## src/rtl/fpu_pkg.sv

```systemverilog
// fpu_pkg: opcode/state enums, unit indices and the quiet-NaN word shared by the dispatcher
package fpu_pkg;
  typedef enum logic [2:0] {OP_ADD, OP_SUB, OP_MUL, OP_DIV, OP_PASSA, OP_PASSB} op_t;
  typedef enum logic [1:0] {S_IDLE, S_ISSUE, S_WAIT, S_PUSH} state_t;
  localparam int U_ADD = 0;
  localparam int U_MUL = 1;
  localparam int U_DIV = 2;
  localparam logic [31:0] QNAN32 = 32'h7FC00000;
  function automatic logic [1:0] unit_of(input logic [2:0] op);
    return op == OP_MUL ? 2'(U_MUL) : op == OP_DIV ? 2'(U_DIV) : 2'(U_ADD);
  endfunction
endpackage

```

## src/rtl/fpu_dispatch_if.sv

```systemverilog
// fpu_dispatch_if: command, unit-issue and result channels of the dispatcher
interface fpu_dispatch_if #(parameter int W = 32);
  logic cmd_valid, cmd_ready;
  logic [2:0] cmd_op;
  logic [W-1:0] cmd_a, cmd_b, unit_a, unit_b;
  logic unit_sub;
  logic [2:0] unit_start, unit_done;
  logic [3*W-1:0] unit_result;
  logic res_valid, res_ready, res_err, busy;
  logic [W-1:0] res_data;
  modport master(input cmd_valid, cmd_op, cmd_a, cmd_b, unit_done, unit_result, res_ready,
                 output cmd_ready, unit_a, unit_b, unit_sub, unit_start, res_valid, res_data, res_err, busy);
  modport slave(output cmd_valid, cmd_op, cmd_a, cmd_b, unit_done, unit_result, res_ready,
                input cmd_ready, unit_a, unit_b, unit_sub, unit_start, res_valid, res_data, res_err, busy);
endinterface

```

## src/rtl/sync_fifo.sv

```systemverilog
// sync_fifo: show-ahead synchronous FIFO; head reads as zero while empty
module sync_fifo #(
  parameter int WIDTH = 8,
  parameter int DEPTH = 4
) (
  input  logic clk,
  input  logic rst,
  input  logic push,
  input  logic pop,
  input  logic [WIDTH-1:0] din,
  output logic [WIDTH-1:0] dout,
  output logic full,
  output logic empty,
  output logic [$clog2(DEPTH):0] count
);
  localparam int AW = $clog2(DEPTH);
  logic [WIDTH-1:0] mem [DEPTH];
  logic [AW-1:0] wp, rp;
  logic do_push, do_pop;
  assign full = count[AW];
  assign empty = count == '0;
  assign do_pop = pop && !empty;
  assign do_push = push && (!full || do_pop);
  assign dout = empty ? '0 : mem[rp];
  always_ff @(posedge clk) begin
    if (rst) begin
      wp <= '0;
      rp <= '0;
      count <= '0;
    end else begin
      if (do_push) begin
        mem[wp] <= din;
        wp <= wp + 1'b1;
      end
      if (do_pop) rp <= rp + 1'b1;
      count <= count + {{AW{1'b0}}, do_push} - {{AW{1'b0}}, do_pop};
    end
  end
endmodule

```

## src/rtl/fpu_dispatch.sv

```systemverilog
// fpu_dispatch: buffers FP commands, issues them one at a time to the units, queues results in order
module fpu_dispatch
  import fpu_pkg::*;
#(
  parameter int W = 32,
  parameter int CMD_DEPTH = 4,
  parameter int RES_DEPTH = 4,
  parameter int TIMEOUT = 1024,
  parameter logic [W-1:0] NAN_VAL = QNAN32
) (
  input logic clk,
  input logic rst,
  fpu_dispatch_if.master bus
);
  localparam int TW = $clog2(TIMEOUT) + 1;
  localparam logic [TW-1:0] TMAX = TW'(TIMEOUT - 1);
  state_t state, state_d;
  logic [2:0] op_q, op_d, start;
  logic [W-1:0] a_q, a_d, b_q, b_d, data_q, data_d;
  logic err_q, err_d, cmd_full, cmd_empty, cmd_pop, res_full, res_empty, res_push;
  logic [TW-1:0] tcnt, tcnt_d;
  logic [1:0] sel;
  logic [2*W+2:0] cmd_dout;
  logic [W:0] res_dout;
  logic [$clog2(CMD_DEPTH):0] cmd_count;
  logic [$clog2(RES_DEPTH):0] res_count;
  sync_fifo #(.WIDTH(2*W+3), .DEPTH(CMD_DEPTH)) u_cmd (
    .clk(clk), .rst(rst), .push(bus.cmd_valid && !cmd_full), .pop(cmd_pop),
    .din({bus.cmd_op, bus.cmd_a, bus.cmd_b}), .dout(cmd_dout),
    .full(cmd_full), .empty(cmd_empty), .count(cmd_count)
  );
  sync_fifo #(.WIDTH(W+1), .DEPTH(RES_DEPTH)) u_res (
    .clk(clk), .rst(rst), .push(res_push), .pop(bus.res_valid && bus.res_ready),
    .din({err_q, data_q}), .dout(res_dout),
    .full(res_full), .empty(res_empty), .count(res_count)
  );
  assign sel = unit_of(op_q);
  assign bus.cmd_ready = !cmd_full;
  assign bus.res_valid = !res_empty;
  assign {bus.res_err, bus.res_data} = res_dout;
  assign bus.unit_a = a_q;
  assign bus.unit_b = b_q;
  assign bus.unit_sub = op_q == OP_SUB;
  assign bus.unit_start = rst ? 3'b000 : start;
  assign bus.busy = state != S_IDLE || |cmd_count || |res_count;
  always_comb begin
    state_d = state;
    op_d = op_q;
    a_d = a_q;
    b_d = b_q;
    data_d = data_q;
    err_d = err_q;
    tcnt_d = tcnt;
    cmd_pop = 1'b0;
    res_push = 1'b0;
    start = 3'b000;
    case (state)
      S_IDLE: if (!cmd_empty && !res_full) begin
        cmd_pop = 1'b1;
        {op_d, a_d, b_d} = cmd_dout;
        state_d = S_ISSUE;
      end
      S_ISSUE: begin
        tcnt_d = '0;
        state_d = op_q[2] ? S_PUSH : S_WAIT;
        start = op_q[2] ? 3'b000 : 3'b001 << sel;
        data_d = !op_q[2] ? data_q : op_q[1] ? NAN_VAL : op_q[0] ? b_q : a_q;
        err_d = op_q[2] && op_q[1];
      end
      S_WAIT: begin
        // done wins over a timeout landing on the same cycle
        if (bus.unit_done[sel]) begin
          data_d = bus.unit_result[sel*W +: W];
          err_d = 1'b0;
          state_d = S_PUSH;
        end else if (tcnt == TMAX) begin
          data_d = NAN_VAL;
          err_d = 1'b1;
          state_d = S_PUSH;
        end else tcnt_d = tcnt + 1'b1;
      end
      S_PUSH: begin
        res_push = 1'b1;
        state_d = S_IDLE;
      end
      default: state_d = S_IDLE;
    endcase
  end
  always_ff @(posedge clk) begin
    if (rst) begin
      state <= S_IDLE;
      op_q <= '0;
      a_q <= '0;
      b_q <= '0;
      data_q <= '0;
      err_q <= 1'b0;
      tcnt <= '0;
    end else begin
      state <= state_d;
      op_q <= op_d;
      a_q <= a_d;
      b_q <= b_d;
      data_q <= data_d;
      err_q <= err_d;
      tcnt <= tcnt_d;
    end
  end
endmodule

```

## src/flat_wrapper.sv

```systemverilog
// flat-port wrapper written by rule: the top's interface ports become plain ports
module fpu_dispatch_flat import fpu_pkg::*;
#(
  parameter int W = 32,
  parameter int CMD_DEPTH = 4,
  parameter int RES_DEPTH = 4,
  parameter int TIMEOUT = 1024,
  parameter logic [W-1:0] NAN_VAL = QNAN32
)
  (clk, rst, bus_cmd_valid, bus_cmd_op, bus_cmd_a, bus_cmd_b, bus_unit_done, bus_unit_result, bus_res_ready, bus_cmd_ready, bus_unit_a, bus_unit_b, bus_unit_sub, bus_unit_start, bus_res_valid, bus_res_data, bus_res_err, bus_busy);
  fpu_dispatch_if #(.W(W)) bus_i ();
  input logic clk;
  input logic rst;
  input wire logic [$bits(bus_i.cmd_valid)-1:0] bus_cmd_valid;
  input wire logic [$bits(bus_i.cmd_op)-1:0] bus_cmd_op;
  input wire logic [$bits(bus_i.cmd_a)-1:0] bus_cmd_a;
  input wire logic [$bits(bus_i.cmd_b)-1:0] bus_cmd_b;
  input wire logic [$bits(bus_i.unit_done)-1:0] bus_unit_done;
  input wire logic [$bits(bus_i.unit_result)-1:0] bus_unit_result;
  input wire logic [$bits(bus_i.res_ready)-1:0] bus_res_ready;
  output wire logic [$bits(bus_i.cmd_ready)-1:0] bus_cmd_ready;
  output wire logic [$bits(bus_i.unit_a)-1:0] bus_unit_a;
  output wire logic [$bits(bus_i.unit_b)-1:0] bus_unit_b;
  output wire logic [$bits(bus_i.unit_sub)-1:0] bus_unit_sub;
  output wire logic [$bits(bus_i.unit_start)-1:0] bus_unit_start;
  output wire logic [$bits(bus_i.res_valid)-1:0] bus_res_valid;
  output wire logic [$bits(bus_i.res_data)-1:0] bus_res_data;
  output wire logic [$bits(bus_i.res_err)-1:0] bus_res_err;
  output wire logic [$bits(bus_i.busy)-1:0] bus_busy;
  assign bus_i.cmd_valid = bus_cmd_valid;
  assign bus_i.cmd_op = bus_cmd_op;
  assign bus_i.cmd_a = bus_cmd_a;
  assign bus_i.cmd_b = bus_cmd_b;
  assign bus_i.unit_done = bus_unit_done;
  assign bus_i.unit_result = bus_unit_result;
  assign bus_i.res_ready = bus_res_ready;
  assign bus_cmd_ready = bus_i.cmd_ready;
  assign bus_unit_a = bus_i.unit_a;
  assign bus_unit_b = bus_i.unit_b;
  assign bus_unit_sub = bus_i.unit_sub;
  assign bus_unit_start = bus_i.unit_start;
  assign bus_res_valid = bus_i.res_valid;
  assign bus_res_data = bus_i.res_data;
  assign bus_res_err = bus_i.res_err;
  assign bus_busy = bus_i.busy;
  fpu_dispatch #(.W(W), .CMD_DEPTH(CMD_DEPTH), .RES_DEPTH(RES_DEPTH), .TIMEOUT(TIMEOUT), .NAN_VAL(NAN_VAL)) u_core (.clk(clk), .rst(rst), .bus(bus_i));
endmodule
```

## config.mk

```make
export PLATFORM = sky130hd
export DESIGN_NAME = fpu_dispatch_flat
export DESIGN_NICKNAME = d
export VERILOG_FILES = /design/src/rtl/fpu_pkg.sv /design/src/rtl/fpu_dispatch_if.sv /design/src/rtl/sync_fifo.sv /design/src/rtl/fpu_dispatch.sv /design/src/flat_wrapper.sv
export SDC_FILE = /design/constraint.sdc
export NUM_CORES = 1
export LEC_CHECK = 0
export CAP_MARGIN = 20
export CORE_MARGIN = 2
export CORE_UTILIZATION = 40
export DETAILED_ROUTE_END_ITERATION = 10
export PLACE_DENSITY = 0.63
export SYNTH_ARGS = -nofsm -noshare
export SYNTH_HDL_FRONTEND = slang
export SYNTH_SLANG_ARGS = --single-unit
```

## constraint.sdc

```tcl
create_clock -name clk -period 8.9 [get_ports clk]
set_input_delay 2.67 -clock clk [delete_from_list [all_inputs] [get_ports clk]]
set_output_delay 2.67 -clock clk [all_outputs]
set_load 0.02 [all_outputs]
```

==> out/results.tsv, run 1 <==
metric	value	unit
status	finished clean	
path_clk_slew	60	ps
synth_top_area_share	56.6	%
gr-total-overflow	0	
cts_setup_buffers	0	
drv_slew	0	
crit_path_end_kind	primary output	
synth_seq_cells	529	
ys_types	55	
synth_cells	1339	
dp_hpwl	32000	um
crit_fanout	23	
post-synth-top-area-cell	edfxtp_1	
die_x	234	um
cp-start-kind	primary input	
dr_wl_met2	25200	um
die-height	234	um
rsz0062_at_grt	false	
setup_viol	0	
ir_drop	0.197	mV
dpl_cell_area	24600	um2
syn_avg_cell_area	15.8	um2
via_count	12200	
drive_gt1_share	17.0	%
first_pass_iters	5	
drc_errors	0	
internal_power	5.39	mW
max_stage_delay	640	ps
core_area	52400	um2
hold_viol_final	0	
fmax	153	MHz
topRoutingLayerUsed	met5	
ctsResizeCount	0	
yosys-top-cells-area	edfxtp_1 57%, dfxtp_1 12%, mux4_2 11%, nand2_1 3.3%, mux2i_1 2.5%	
tritoncts	yes	
finalClockSkew	15.1	ps
p_per_area	306	nW/um2
numCtsBuffers	54	
antenna_found_initial	9	
switchingPower	2.67	mW
power_frac_seq	41.2	%
grt_max_degree	71	
grt_usage	18.4	%
clockBufferDepth	3	
pwr-share-comb	31.7	%
final.min_clock_period	6540	ps
grt_pass1_vias	12300	
synth-edff-count	400	
drt_iter0_drc	910	
flow.area_growth_from_synthesis	24.2	%
rows	84	
yosysWarnings	0	
hold_path_depth	2	
ant_nets	0	
cpMaxStageDelayCell	clkdlybuf4s50_1	
route.met3.wl	3230	um
rr_worst_depth	14	
die_area	54900	um2
design_area	26300	um2
synth_nets	1529	
slew_headroom	28.4	%
yosysMostFrequentCell	edfxtp_1	
hold_path_class	flip-flop to flip-flop	
place_congestion	0.800	
worst_pin_slew	1070	ps
postLayoutSetupSlackWorst	2360	ps
finalPower	8.07	mW
fillCellCount	4317	
fin_cells	2329	
preCtsSetupSlack	2350	ps
wl_per_cell	21.9	um
grt_pass1_wl	75100	um
htree_levels	2	
ys.flop_type	edfxtp_1	
cp_cell_sequence	buf_4 -> and4b_1 -> clkdlybuf4s50_1	
timing.final.crit_share	73.4	%
power_frac_clock	27.1	%
swShare	33.1	%
arrival	3870	ps
async_flop_share	0	%
critPathKind	primary input to primary output	
ios	274	
portBuffers	273	
ys_seq_area_share	68.8	%
synthTopCellsByCount	400 x edfxtp_1, 189 x nand2_1, 129 x dfxtp_1	
start_util	40.4	%
drt-vias-per-instance	5.25	
cts_sinks	529	
nets	1785	
clk_latency	590	ps
synth.cell_area	21200	um2
cts_root_buf	clkbuf_16	
critPathRequiredTime	6230	ps
p_leak	8.39	nW
wl_met1	21500	um
cts_hold_buffers	0	
dp.cells	2226	
maxCapViolCount	0	
routed_wl	51100	um
setup_tns	0	ps
[final timing paths]
kind	start	endpoint	slack (ps)
max	rst	bus_unit_start[2]	2360
min	u_core.tcnt[10]	u_core.tcnt[10]	450
min reg2reg	u_core.tcnt[10]	u_core.tcnt[10]	450
max reg2reg	u_core.state[1]	u_core.u_cmd.count[2]	5390
[metrics by stage]
stage / hold WS (ps) / util, %
floorplan: 421 / -
global placement: 433 / 46.8
detailed placement: 439 / 46.8
CTS: 448 / 50.2
global route: 466 / 50.2
finish: 448 / 50.2
[cells by family after synthesis]
logic type               share of synthesized area (%)
AO/OA/AOI/OAI                                     5.50
multiplexers                                      15.0
flip-flops                                        68.8
buffers and inverters                             2.19
AND/OR/NAND/NOR                                   6.78
adder cells (fa/ha/maj)                           1.25
XOR/XNOR                                         0.413
[worst max-delay path, delay by kind of cell]
kind                   cells  cell delay [ps]
buffers and inverters      2              840
and+or+nand+nor            1              350
[layout make-up]
type | instances | area (um2) | area share, %
Tap cell | 688 | 861 | 3.27
Sequential cell | 529 | 14600 | 55.5
Clock buffer | 68 | 1430 | 5.44
Timing Repair Buffer | 289 | 2870 | 10.9
Inverter | 19 | 71.3 | 0.271
Multi-Input combinational cell | 702 | 6190 | 23.5
Clock inverter | 33 | 309 | 1.17
Antenna cell | 1 | 2.50 | 0.00950
[sequential cells by signal, indices dropped and copies added (netlist names), named ones only]
signal and flops:
u_core.u_cmd.wp 2, u_core.state 2, u_core.bus.unit_b 32, u_core.u_res.wp 2
u_core.u_cmd.count 3, u_core.op_q 3, u_core.u_cmd.rp 2, u_core.tcnt 11
u_core.bus.unit_a 32, u_core.err_q 1, u_core.u_res.count 3, u_core.data_q 32
u_core.u_cmd.mem 268, u_core.u_res.mem 132, u_core.u_res.rp 2
[power by group through the flow]
stage | Sequential [mW] | Combinational (mW) | Clock (mW)
CTS | 3.34 | 2.59 | 2.25
global route | 3.37 | 2.78 | 2.34
finish | 3.32 | 2.55 | 2.19
global placement | 3.37 | 2.57 | 0
floorplan | 3.32 | 1.64 | 0
detailed placement | 3.39 | 2.58 | 0
[cells in the final DEF, fill, tap and decap left out, types with 4 or more instances in the layout]
| cell type | synthesis | layout |
|---|---|---|
| a32oi_1 | 9 | 9 |
| xnor2_1 | 7 | 7 |
| a31oi_1 | 4 | 4 |
| mux2_2 | 33 | 33 |
| mux2i_1 | 53 | 53 |
| clkbuf_1 | 51 | 11 |
| o21ai_0 | 7 | 7 |
| mux4_2 | 100 | 100 |
| clkinv_4 | 0 | 5 |
| o2111ai_1 | 23 | 23 |
| clkinv_2 | 0 | 11 |
| dfxtp_1 | 129 | 125 |
| and2_4 | 0 | 4 |
| nand2_1 | 189 | 188 |
| inv_1 | 18 | 18 |
| buf_4 | 2 | 16 |
| nand3_1 | 7 | 7 |
| and2_1 | 43 | 35 |
| a311oi_1 | 6 | 6 |
| clkinvlp_4 | 0 | 5 |
| a21oi_1 | 78 | 78 |
| ha_1 | 18 | 17 |
| inv_6 | 0 | 4 |
| nor2_1 | 56 | 55 |
| clkbuf_16 | 0 | 54 |
| and2_2 | 0 | 4 |
| a311oi_2 | 18 | 18 |
| clkdlybuf4s50_1 | 0 | 272 |
| edfxtp_1 | 400 | 400 |
[routing by layer]
metal / vias up / GRT usage (%)
li1: 5661 / -
met1: 6154 / 24.2
met2: 321 / 30.7
met3: 77 / 4.09
met4: 16 / 5.62
met5: - / 0
Power figures use the tool's default switching activity.
==> inputs of run 2 (changes only) <==
- PLACE_DENSITY: 0.63 -> 0.65
- clock period: 8.9 -> 5.8 ns (I/O delays scaled with it)
==> out/results.tsv, run 2 (same netlist as run 1, synthesis figures left out) <==
metric	value	unit	change
fillCellCount	4381		was 4,317
dp.cells	2222		was 2,226
clockBufferDepth	3		unchanged
arrival	3040	ps	was 3870 ps
hold_path_depth	2		unchanged
dp_hpwl	32000	um	about the same
antenna_found_initial	11		was 9
ir_drop	0.288	mV	was 0.197 mV
status	finished clean		unchanged
critPathKind	flip-flop to primary output		was primary input to primary output
drv_slew	0		unchanged
tritoncts	yes		unchanged
fmax	209	MHz	
cts_sinks	529		unchanged
top_regs	u_core.u_cmd.mem: 268 flops, u_core.u_res.mem: 132 flops		unchanged
cts_setup_buffers	0		unchanged
die_area	54900	um2	unchanged
cp_cell_sequence	buf_4 -> mux4_2 -> and2_1 -> clkdlybuf4s50_1		was buf_4 -> and4b_1 -> clkdlybuf4s50_1
wl_per_cell	22.0	um	was 21.9 um
core_area	52400	um2	unchanged
htree_levels	2		unchanged
grt_pass1_vias	12100		was 12,300
whs	471	ps	was 448 ps
rr_worst_depth	5		was 14
largest_reg_flops	268		unchanged
drt-vias-per-instance	5.24		was 5.25
hp-start	u_core.bus.unit_a[20]		was u_core.tcnt[10]
rsz0062_at_grt	false		unchanged
layout.cells.most_common	edfxtp_1		unchanged
drc_errors	0		unchanged
nets	1786		was 1,785
p_per_area	466	nW/um2	was 306 nW/um2
p_leak	8.42	nW	was 8.39 nW
worst_pin_slew	1100	ps	was 1070 ps
routed_wl	51200	um	was 51,100 um
critPathRequiredTime	4060	ps	was 6230 ps
setup_viol	0		unchanged
grt_max_degree	70		was 71
via_count	12200		about the same
die-height	234	um	unchanged
drive_gt1_share	16.7	%	was 17.0%
max_stage_delay	810	ps	was 640 ps
rows	84		unchanged
drt_iter0_drc	947		was 910
crit_family	buffers and inverters		unchanged
crit_fanout	20		was 23
path_clk_slew	60	ps	about the same
slew_headroom	26.8	%	was 28.4%
cts_hold_buffers	0		unchanged
cts_root_buf	clkbuf_16		unchanged
cp-start-kind	flip-flop		was primary input
reg2reg_slack	2690	ps	was 5390 ps
crit_path_end_kind	primary output		unchanged
die_x	234	um	unchanged
rr_endpoint	u_core.data_q[4]		was u_core.u_cmd.count[2]
layout_common_cells	400 x edfxtp_1, 272 x clkdlybuf4s50_1, 188 x nand2_1		unchanged
ios	274		unchanged
fin_cells	2330		was 2,329
ant_nets	0		unchanged
crit-reg2reg-launch	u_core.op_q[1]		was u_core.state[1]
final.min_clock_period	4780	ps	
holdPathEnd	u_core.bus.unit_a[20]		was u_core.tcnt[10]
start_util	40.4	%	unchanged
finalClockSkew	12.6	ps	was 15.1 ps
numCtsBuffers	54		unchanged
grt_pass1_wl	74900	um	was 75,100 um
setup_tns	0	ps	unchanged
gr-total-overflow	0		unchanged
portBuffers	273		unchanged
critPathBufInv	2		unchanged
first_pass_iters	5		unchanged
place_congestion	0.756		was 0.800
clk_latency	590	ps	about the same
hold_path_class	flip-flop to flip-flop		unchanged
ctsResizeCount	0		unchanged
maxCapViolCount	0		unchanged
flow.area_growth_from_synthesis	24.4	%	was 24.2%
regMostFlops	u_core.u_cmd.mem		unchanged
grt_usage	18.4	%	about the same
cpMaxStageDelayCell	dfxtp_2		was clkdlybuf4s50_1
finalPower	12.3	mW	was 8.07 mW
timing.final.crit_share	82.4	%	
hold_viol_final	0		unchanged
## run 2: cell count changes in the layout (fill, tap and decap cells not counted), sizes merged
cell / delta
clkbuf: +6
clkinvlp: -3
inv: -3
bufinv: -2
clkinv: +2
buf: +1
## run 2: metrics by stage
stage,utilization (%),setup WS [ps],area [um2]
after floorplan,-,1190,21200
after global placement,46.8,1190,24500
after global routing,50.3,812,26400
final,50.3,1020,26400
after CTS,50.0,904,26200
after detailed placement,46.8,1200,24500
## run 2: where the power goes
group          total (mW)  leakage [nW]  internal [mW]  switching (mW)
Combinational        3.85          2.88           1.77            2.08
Sequential           5.18          4.70           4.61           0.572
Clock                3.28         0.835           1.87            1.41
## run 2: routing by layer
metal / global-route usage, % / wire [um]
met1: 24.4 / 21600
met2: 29.8 / 24600
met3: 4.55 / 3600
met4: 6.07 / 1320
met5: 0 / 107
## run 2: final cells by class
class | instances | area, um2 | share of cell area (%)
timing repair buffer | 290 | 2970 | 11.3
tap | 688 | 861 | 3.26
clock inverter | 27 | 179 | 0.678
multi-input combinational | 702 | 6190 | 23.5
inverter | 19 | 71.3 | 0.270
antenna | 1 | 2.50 | 0.00948
clock buffer | 74 | 1510 | 5.71
sequential | 529 | 14600 | 55.4
## run 2: worst min-delay path, cell delays in order (launching register included)
cell	delay (ps)
dfxtp_1	320
nand2_1	60
a21oi_1	50
## run 2: how the worst max path moves through the flow
stage | endpoint | slack [ps] | cells after the start
final | bus_res_data[8] | 1020 | 4
after detailed placement | bus_unit_start[1] | 1200 | 3
after floorplan | bus_unit_start[1] | 1190 | 3
after CTS | bus_res_data[21] | 900 | 4
after global placement | bus_unit_start[1] | 1190 | 3
after global routing | bus_res_data[8] | 810 | 4
==> inputs of run 3 (changes only) <==
- PLACE_DENSITY: 0.65 -> 0.63
- clock period: 5.8 -> 4.7 ns (I/O delays scaled with it)
==> out/results.tsv, run 3 (same netlist as run 1, synthesis figures left out) <==
metric	value	unit	change
cts_root_buf	clkbuf_16		unchanged
core_area	52400	um2	unchanged
antenna_found_initial	6		was 11
arrival	2810	ps	was 3040 ps
largest_reg_flops	268		unchanged
cts_setup_buffers	0		unchanged
grt-busiest-layer	met2		unchanged
numCtsBuffers	54		unchanged
seqCellArea	14600	um2	about the same
drt_iter0_drc	750		was 947
ios	274		unchanged
gr-usage-met2	31.4	%	was 29.8%
cpMaxStageDelayCell	inv_1		was dfxtp_2
critPathKind	flip-flop to primary output		unchanged
regMostFlops	u_core.u_cmd.mem		unchanged
cts_hold_buffers	0		unchanged
hold_viol_final	0		unchanged
setup_viol	0		unchanged
fmax	237	MHz	
use_met1	24.4	%	about the same
die_x	234	um	unchanged
layout.cells.most_common	edfxtp_1		unchanged
drt-vias-per-instance	5.22		was 5.24
flow.area_growth_from_synthesis	25.0	%	was 24.4%
via_count	12200		about the same
grt_pass1_vias	12300		was 12,100
routed_wl	51300	um	was 51,200 um
grt_pass1_wl	75900	um	was 74,900 um
dpl_cell_area	24700	um2	was 24,500 um2
finalClockSkew	30.6	ps	was 12.6 ps
nets	1790		was 1,786
ir_drop	0.359	mV	was 0.288 mV
wl_per_cell	22.0	um	about the same
finalPower	15.5	mW	was 12.3 mW
layout_common_cells	400 x edfxtp_1, 272 x clkdlybuf4s50_1, 188 x nand2_1		unchanged
clockBufferDepth	3		unchanged
multi_input_area	6190	um2	about the same
whs	451	ps	was 471 ps
setup_tns	0	ps	unchanged
cp-start-kind	flip-flop		unchanged
drc_errors	0		unchanged
die-height	234	um	unchanged
cts_sinks	529		unchanged
dp_hpwl	33500	um	was 32,000 um
portBuffers	273		unchanged
ctsResizeCount	0		unchanged
start_util	40.4	%	unchanged
place_congestion	0.824		was 0.756
grt_max_degree	70		unchanged
hold_path_class	flip-flop to flip-flop		unchanged
max_stage_delay	720	ps	was 810 ps
use_met3	3.99	%	was 4.55%
rows	84		unchanged
p_per_area	584	nW/um2	was 466 nW/um2
design_area	26500	um2	was 26,400 um2
clk_latency	610	ps	was 590 ps
top_regs	u_core.u_cmd.mem: 268 flops, u_core.u_res.mem: 132 flops		unchanged
tritoncts	yes		unchanged
fillCellCount	4363		was 4,381
critPathRequiredTime	3290	ps	was 4060 ps
timing.final.crit_share	89.7	%	
reg2reg_slack	1560	ps	was 2690 ps
grt_usage	18.6	%	was 18.4%
maxCapViolCount	0		unchanged
ant_nets	0		unchanged
cp_cell_sequence	nor3_1 -> inv_1 -> and2_1 -> clkdlybuf4s50_1		was buf_4 -> mux4_2 -> and2_1 -> clkdlybuf4s50_1
status	finished clean		unchanged
crit_fanout	35		was 20
drv_slew	0		unchanged
crit_path_end_kind	primary output		unchanged
final.min_clock_period	4220	ps	
p_leak	8.47	nW	was 8.42 nW
htree_levels	2		unchanged
path_clk_slew	60	ps	about the same
drive_gt1_share	16.8	%	was 16.7%
worst_pin_slew	1110	ps	was 1100 ps
first_pass_iters	5		unchanged
gr-total-overflow	0		unchanged
die_area	54900	um2	unchanged
rsz0062_at_grt	false		unchanged
slew_headroom	25.8	%	was 26.8%
## run 3: cell count changes in the layout (fill, tap and decap cells not counted), moves of 2 or more
cell,delta
clkbuf_8,+4
buf_16,-5
bufinv_16,+4
buf_4,+4
clkinv_1,-7
clkbuf_1,+7
clkinv_8,+2
buf_12,+5
clkinv_2,-7
## run 3: final timing paths
path,from,endpoint,cells after the start
max,u_core.u_res.count[2],bus_res_data[21],4
min,u_core.tcnt[10],u_core.tcnt[10],2
max reg2reg,u_core.op_q[1],u_core.data_q[16],7
min reg2reg,u_core.tcnt[10],u_core.tcnt[10],2
## run 3: through the flow
step	setup slack [ps]	utilization [%]	cells
finish	485	50.6	2334
global route	288	50.6	2334
CTS	348	50.5	2333
detailed placement	747	47.1	2232
global placement	758	47.1	2232
floorplan	750	-	1339
## run 3: per-layer routing
metal	up-vias	part of all wire, %
li1	5664	-
met1	6100	42
met2	340	49
met3	74	6.6
met4	10	1.9
met5	-	0.14
## run 3: area by class of cell
type | instances | share of cell area (%)
Sequential cell | 529 | 55.1
Tap cell | 688 | 3.25
Antenna cell | 1 | 0.00944
Timing Repair Buffer | 294 | 11.2
Multi-Input combinational cell | 702 | 23.3
Clock buffer | 85 | 5.99
Inverter | 19 | 0.269
Clock inverter | 16 | 0.878
## run 3: worst max-delay path: cells and delay by family (launching register included)
kind	cells	cell delay (ps)
flops	1	430
simple gates	2	420
buf+inv	2	1340
## run 3: power breakdown
group	total, mW	switching (mW)	internal (mW)	leakage [nW]
Clock	4.33	1.74	2.59	0.885
Sequential	6.33	0.643	5.68	4.70
Combinational	4.83	2.64	2.20	2.88
Total	15.5	5.02	10.5	8.47
